===== src/rtl/fetch_pkg.sv =====
// ============================================================================
// Module : fetch_pkg
// Brief  : Shared types and constants for the instruction fetch unit.
// Rev    : 1.0  initial release
// ============================================================================
`default_nettype none

package fetch_pkg;

  typedef enum logic [1:0] {
    FETCH = 2'd0,
    HOLD  = 2'd1,
    DRAIN = 2'd2
  } fetch_state_t;

  localparam logic [31:0] C_RESET_PC = 32'h0000_0000;
  localparam logic [31:0] C_PC_INC   = 32'd4;

endpackage

`default_nettype wire


===== src/rtl/inst_fetch.sv =====
// ============================================================================
// Module : inst_fetch
// Brief  : Single-outstanding-request instruction fetch with a one-entry
//          hold buffer and redirect/drain handling.
// Rev    : 1.0  initial release
// ============================================================================
`default_nettype none

module inst_fetch
  import fetch_pkg::*;
#(
  parameter logic [31:0] RESET_PC = C_RESET_PC
) (
  input  logic        clk,
  input  logic        reset,
  output logic        imem_req,
  output logic [31:0] imem_addr,
  input  logic        imem_ack,
  input  logic [31:0] imem_rdata,
  input  logic        stall,
  input  logic        redirect,
  input  logic [31:0] redirect_pc,
  output logic        inst_valid,
  output logic [31:0] inst_code,
  output logic [31:0] inst_pc
);

  fetch_state_t r_state, w_state_nxt;
  logic [31:0]  r_fetch_pc, w_fetch_pc_nxt;
  logic [31:0]  r_redir_pc, w_redir_pc_nxt;
  logic [31:0]  r_hold_code, w_hold_code_nxt;
  logic [31:0]  r_hold_pc, w_hold_pc_nxt;
  logic         r_inst_valid, w_inst_valid_nxt;
  logic [31:0]  r_inst_code, w_inst_code_nxt;
  logic [31:0]  r_inst_pc, w_inst_pc_nxt;

  logic [31:0]  w_redirect_pc;
  logic [31:0]  w_pc_plus;
  logic         w_consume;

  assign w_redirect_pc = {redirect_pc[31:2], 2'b00};
  assign w_pc_plus     = r_fetch_pc + C_PC_INC;
  assign w_consume     = r_inst_valid & ~stall;

  always_ff @(posedge clk or posedge reset) begin
    if (reset) begin
      r_state      <= FETCH;
      r_fetch_pc   <= RESET_PC;
      r_redir_pc   <= '0;
      r_hold_code  <= '0;
      r_hold_pc    <= '0;
      r_inst_valid <= 1'b0;
      r_inst_code  <= '0;
      r_inst_pc    <= '0;
    end else begin
      r_state      <= w_state_nxt;
      r_fetch_pc   <= w_fetch_pc_nxt;
      r_redir_pc   <= w_redir_pc_nxt;
      r_hold_code  <= w_hold_code_nxt;
      r_hold_pc    <= w_hold_pc_nxt;
      r_inst_valid <= w_inst_valid_nxt;
      r_inst_code  <= w_inst_code_nxt;
      r_inst_pc    <= w_inst_pc_nxt;
    end
  end

  always_comb begin
    w_state_nxt      = r_state;
    w_fetch_pc_nxt   = r_fetch_pc;
    w_redir_pc_nxt   = r_redir_pc;
    w_hold_code_nxt  = r_hold_code;
    w_hold_pc_nxt    = r_hold_pc;
    w_inst_valid_nxt = r_inst_valid & ~w_consume;
    w_inst_code_nxt  = r_inst_code;
    w_inst_pc_nxt    = r_inst_pc;

    case (r_state)
      FETCH: begin
        if (redirect) begin
          w_inst_valid_nxt = 1'b0;
          if (imem_ack) begin
            w_fetch_pc_nxt = w_redirect_pc;
          end else begin
            // The old request is still in flight; wait for its ack first.
            w_redir_pc_nxt = w_redirect_pc;
            w_state_nxt    = DRAIN;
          end
        end else if (imem_ack) begin
          w_fetch_pc_nxt = w_pc_plus;
          if (!r_inst_valid || !stall) begin
            w_inst_valid_nxt = 1'b1;
            w_inst_code_nxt  = imem_rdata;
            w_inst_pc_nxt    = r_fetch_pc;
          end else begin
            w_hold_code_nxt = imem_rdata;
            w_hold_pc_nxt   = r_fetch_pc;
            w_state_nxt     = HOLD;
          end
        end
      end

      HOLD: begin
        if (redirect) begin
          w_inst_valid_nxt = 1'b0;
          w_hold_code_nxt  = '0;
          w_hold_pc_nxt    = '0;
          w_fetch_pc_nxt   = w_redirect_pc;
          w_state_nxt      = FETCH;
        end else if (!stall) begin
          w_inst_valid_nxt = 1'b1;
          w_inst_code_nxt  = r_hold_code;
          w_inst_pc_nxt    = r_hold_pc;
          w_state_nxt      = FETCH;
        end
      end

      DRAIN: begin
        if (redirect) begin
          w_inst_valid_nxt = 1'b0;
          w_redir_pc_nxt   = w_redirect_pc;
        end
        if (imem_ack) begin
          w_fetch_pc_nxt = redirect ? w_redirect_pc : r_redir_pc;
          w_state_nxt    = FETCH;
        end
      end

      default: begin
        w_state_nxt = FETCH;
      end
    endcase
  end

  assign imem_req   = (r_state != HOLD);
  assign imem_addr  = r_fetch_pc;
  assign inst_valid = r_inst_valid;
  assign inst_code  = r_inst_code;
  assign inst_pc    = r_inst_pc;

endmodule

`default_nettype wire


===== config.mk =====
export PLATFORM = sky130hd
export DESIGN_NAME = inst_fetch
export DESIGN_NICKNAME = d
export VERILOG_FILES = /design/src/rtl/fetch_pkg.sv /design/src/rtl/inst_fetch.sv
export SDC_FILE = /design/constraint.sdc
export NUM_CORES = 1
export LEC_CHECK = 0
export CORE_UTILIZATION = 40
export CTS_BUF_LIST = sky130_fd_sc_hd__clkbuf_8
export DETAILED_ROUTE_END_ITERATION = 12
export PLACE_DENSITY = 0.75
export SLEW_MARGIN = 20
export SYNTH_ARGS = -nofsm -noshare
export SYNTH_HDL_FRONTEND = slang
export SYNTH_SLANG_ARGS = --single-unit

===== constraint.sdc =====
create_clock -name clk -period 8.25 [get_ports clk]
set_clock_uncertainty 0.05 [all_clocks]
set_input_delay 1.65 -clock clk [delete_from_list [all_inputs] [get_ports clk]]
set_output_delay 1.65 -clock clk [all_outputs]
set_load 0.05 [all_outputs]

==> metrics.yaml <==
clock_tree:
  cts.sinks: 195
  cts_root_buf: "clkbuf_8"
  cts_buffers: 17
  cts-hold-fix-buffers: 0
  clk_latency_ps: 450
  tritoncts: "built"
  post_cts_resized: 0
  clk_path_buf_depth: 2
  cts_setup_buffers: 0
  path_clk_slew_ps: 90
  htree_levels: 4
worst_setup_path:
  arrival_ps: 4240
  r2r-end: "inst_pc[6]$_DFFE_PP0P_"
  cp-endpoint: "inst_pc[6]$_DFFE_PP0P_"
  r2r_start: "r_state[1]$_DFFE_PP0P_"
  worstPathCellList: "clkdlybuf4s50_1 -> o32a_1 -> nor2_4 -> buf_4 -> a31oi_1"
  cp_max_fo: 101
  cpLargestDelayFamily: "buffers and inverters"
  critical_path_class: "primary input to register"
  ff2ff_path_depth: 8
  ff2ff_setup_slack_ps: 4550
  cp-end-kind: "register"
  critPathSlowestCell: "buf_4"
  cp-start-kind: "primary input"
  crit_cells: 5
  path_buf_inv: 2
  crit_start: "stall"
  slowest_delay_ps: 830
  worstPathRequired_ps: 8480
place:
  place_ws_ps: 3770
  portBuffers: 164
  hpwl_um: 15900
  finalWeightedCongestion: 0.878
timing:
  rsz0062_at_grt: "no"
  slew_violations: 0
  finalWorstSetupSlack_ps: 4240
  fmax_ghz: 0.249
  finalCriticalPeriod_ps: 4010
  fin_setup_tns_ps: 0
  setup_violations: 0
  worstMarginPinSlew_ps: 1070
  final_hold_viol_count: 0
  fin_crit_sh: 0.486
  slew_headroom: 0.289
synth:
  syn_area_um2: 9190
  synth_top_area_frac: 0.531
  synthCells: 984
  yosys.area.top_type: "dfrtp_1"
  synth_seq_cells: 195
  synth_edf_count: 0
  ys_seq_area_frac: 0.531
  async_reset_ff_frac: 1.00
  yosysWarnings: 0
  netlist-cell-type-count: 60
  yosys-top-cells-count: "nand2_1, dfrtp_1, o21ai_0"
  synth_area_leaders: "dfrtp_1, nand2_1, o21ai_0"
  postSynthNetCount: 1058
  yosysMostFrequentCell: "nand2_1"
  synth_area_per_cell_um2: 9.34
  ys.flop_type: "dfrtp_1"
cells_and_area:
  area.growth.synth_to_final_pct: 23.5
  antenna_cells: 0
  final_layout_size_suffix_gt1_frac: 0.0791
  num-nets-final: 1174
die:
  initial_core_util: 0.407
  rows: 55
  die_area_um2: 23600
  io_pins: 167
  die_w_um: 154
  die_h_um: 154
  core_area_um2: 22600
global_route:
  grt_pass1_wl_um: 38800
  track_usage: 0.208
  antenna_found_initial: 0
  gr-total-overflow: 0
  grt_pass1_vias: 7190
  grt_max_degree: 129
drt:
  drt_pass1_iterations: 7
  drc: 0
  wl_um: 24100
  vias: 7772
  routed_via_density: 5.56
  drtIter0Drc: 822
  antenna_left: 0
  wl_per_cell_um: 17.3
pwr:
  p_leak_nw: 4.68
  cellPowerDensity_nw_per_um2: 440
  peakVddDrop_v: 0.000199
outcome:
  outcome: "completed"
worst_hold_path:
  hold_class: "register to register"
job:
  max_cap_violations: 0
-- flip-flops by register name, summed over array words and instances (netlist names) --
register,cells
r_redir_pc,32
inst_code,32
r_hold_pc,32
imem_addr,32
inst_pc,32
r_hold_code,32
inst_valid,1
r_state,2
-- how the worst min path moves through the flow --
stage	from	to	slack (ps)	cells past startpoint
after global routing	r_hold_code[4]$_DFFE_PP0P_	r_hold_code[4]$_DFFE_PP0P_	450	2
after detailed placement	r_hold_pc[21]$_DFFE_PP0P_	r_hold_pc[21]$_DFFE_PP0P_	420	2
after floorplan	r_hold_pc[10]$_DFFE_PP0P_	r_hold_pc[10]$_DFFE_PP0P_	400	2
after CTS	r_hold_pc[21]$_DFFE_PP0P_	r_hold_pc[21]$_DFFE_PP0P_	430	2
after global placement	r_hold_pc[24]$_DFFE_PP0P_	r_hold_pc[24]$_DFFE_PP0P_	410	2
final	r_hold_pc[21]$_DFFE_PP0P_	r_hold_pc[21]$_DFFE_PP0P_	430	2
-- worst reg2reg max path, stage by stage, from the launching register on --
cell and delay [ps]:
dfrtp_1 460, inv_1 140, ha_4 350, inv_2 90, buf_4 330, o32a_1 490
nor2_4 510, buf_4 830, a31oi_1 270
-- metal layers --
metal  up-vias  global-route usage  share of wire
met5         -                   0              0
met4         0              0.0571          0.012
met3        21              0.0389          0.061
met2       287               0.317           0.46
met1      3745               0.301           0.47
li1       3719                   -              -
-- per-stage QoR --
step | cells | util | power, W | hold WS [ps] | area (µm²)
floorplan | 984 | - | 0.00354 | 398 | 9190
global placement | 1366 | 0.486 | 0.00434 | 409 | 11000
detailed placement | 1366 | 0.486 | 0.00441 | 416 | 11000
CTS | 1397 | 0.503 | 0.00501 | 435 | 11300
global route | 1397 | 0.503 | 0.00531 | 455 | 11300
finish | 1397 | 0.503 | 0.00499 | 432 | 11300
-- cells by family (layout without fill, tap and decap cells) --
| group | after synthesis | in the layout | share of synthesized area |
|---|---|---|---|
| and+or+nand+nor | 367 | 367 | 0.174 |
| AOI/OAI and AO/OA | 283 | 283 | 0.196 |
| DFF | 195 | 195 | 0.531 |
| buffers and inverters | 91 | 219 | 0.0415 |
| muxes | 42 | 42 | 0.0499 |
| adders and majority gates | 5 | 5 | 0.00681 |
| xor gates and xnor gates | 1 | 1 | 0.000954 |
-- area by class of cell --
cell class | count | area, µm²
Inverter | 15 | 63.8
Fill cell | 2080 | 11200
Multi-Input combinational cell | 698 | 3960
Timing Repair Buffer | 173 | 1710
Clock inverter | 11 | 104
Clock buffer | 20 | 275
Tap cell | 285 | 357
Sequential cell | 195 | 4880
-- layout by cell type, fill, tap and decap left out, types with 5 or more instances in the layout --
cell type / count
a21o_1: 7
a21oi_1: 35
a221oi_1: 5
a222oi_1: 7
a22o_1: 9
a22oi_1: 18
a31oi_1: 65
and2_1: 6
and3_1: 6
buf_4: 9
clkbuf_8: 20
clkdlybuf4s50_1: 164
dfrtp_1: 195
inv_1: 13
mux2_2: 30
mux2i_1: 12
nand2_1: 217
nand3_1: 10
nand4_1: 10
nor2_1: 84
nor3_1: 7
o21ai_0: 91
o31ai_1: 11
-- power breakdown --
group | leakage, nW | total [W] | internal [W] | switching (W)
combinational | 2.12 | 0.00265 | 0.000906 | 0.00174
sequential | 2.37 | 0.00174 | 0.00138 | 0.000358
clock | 0.191 | 0.000602 | 0.000263 | 0.000339
total | 4.68 | 0.00499 | 0.00255 | 0.00244
Power figures use the tool's default switching activity.
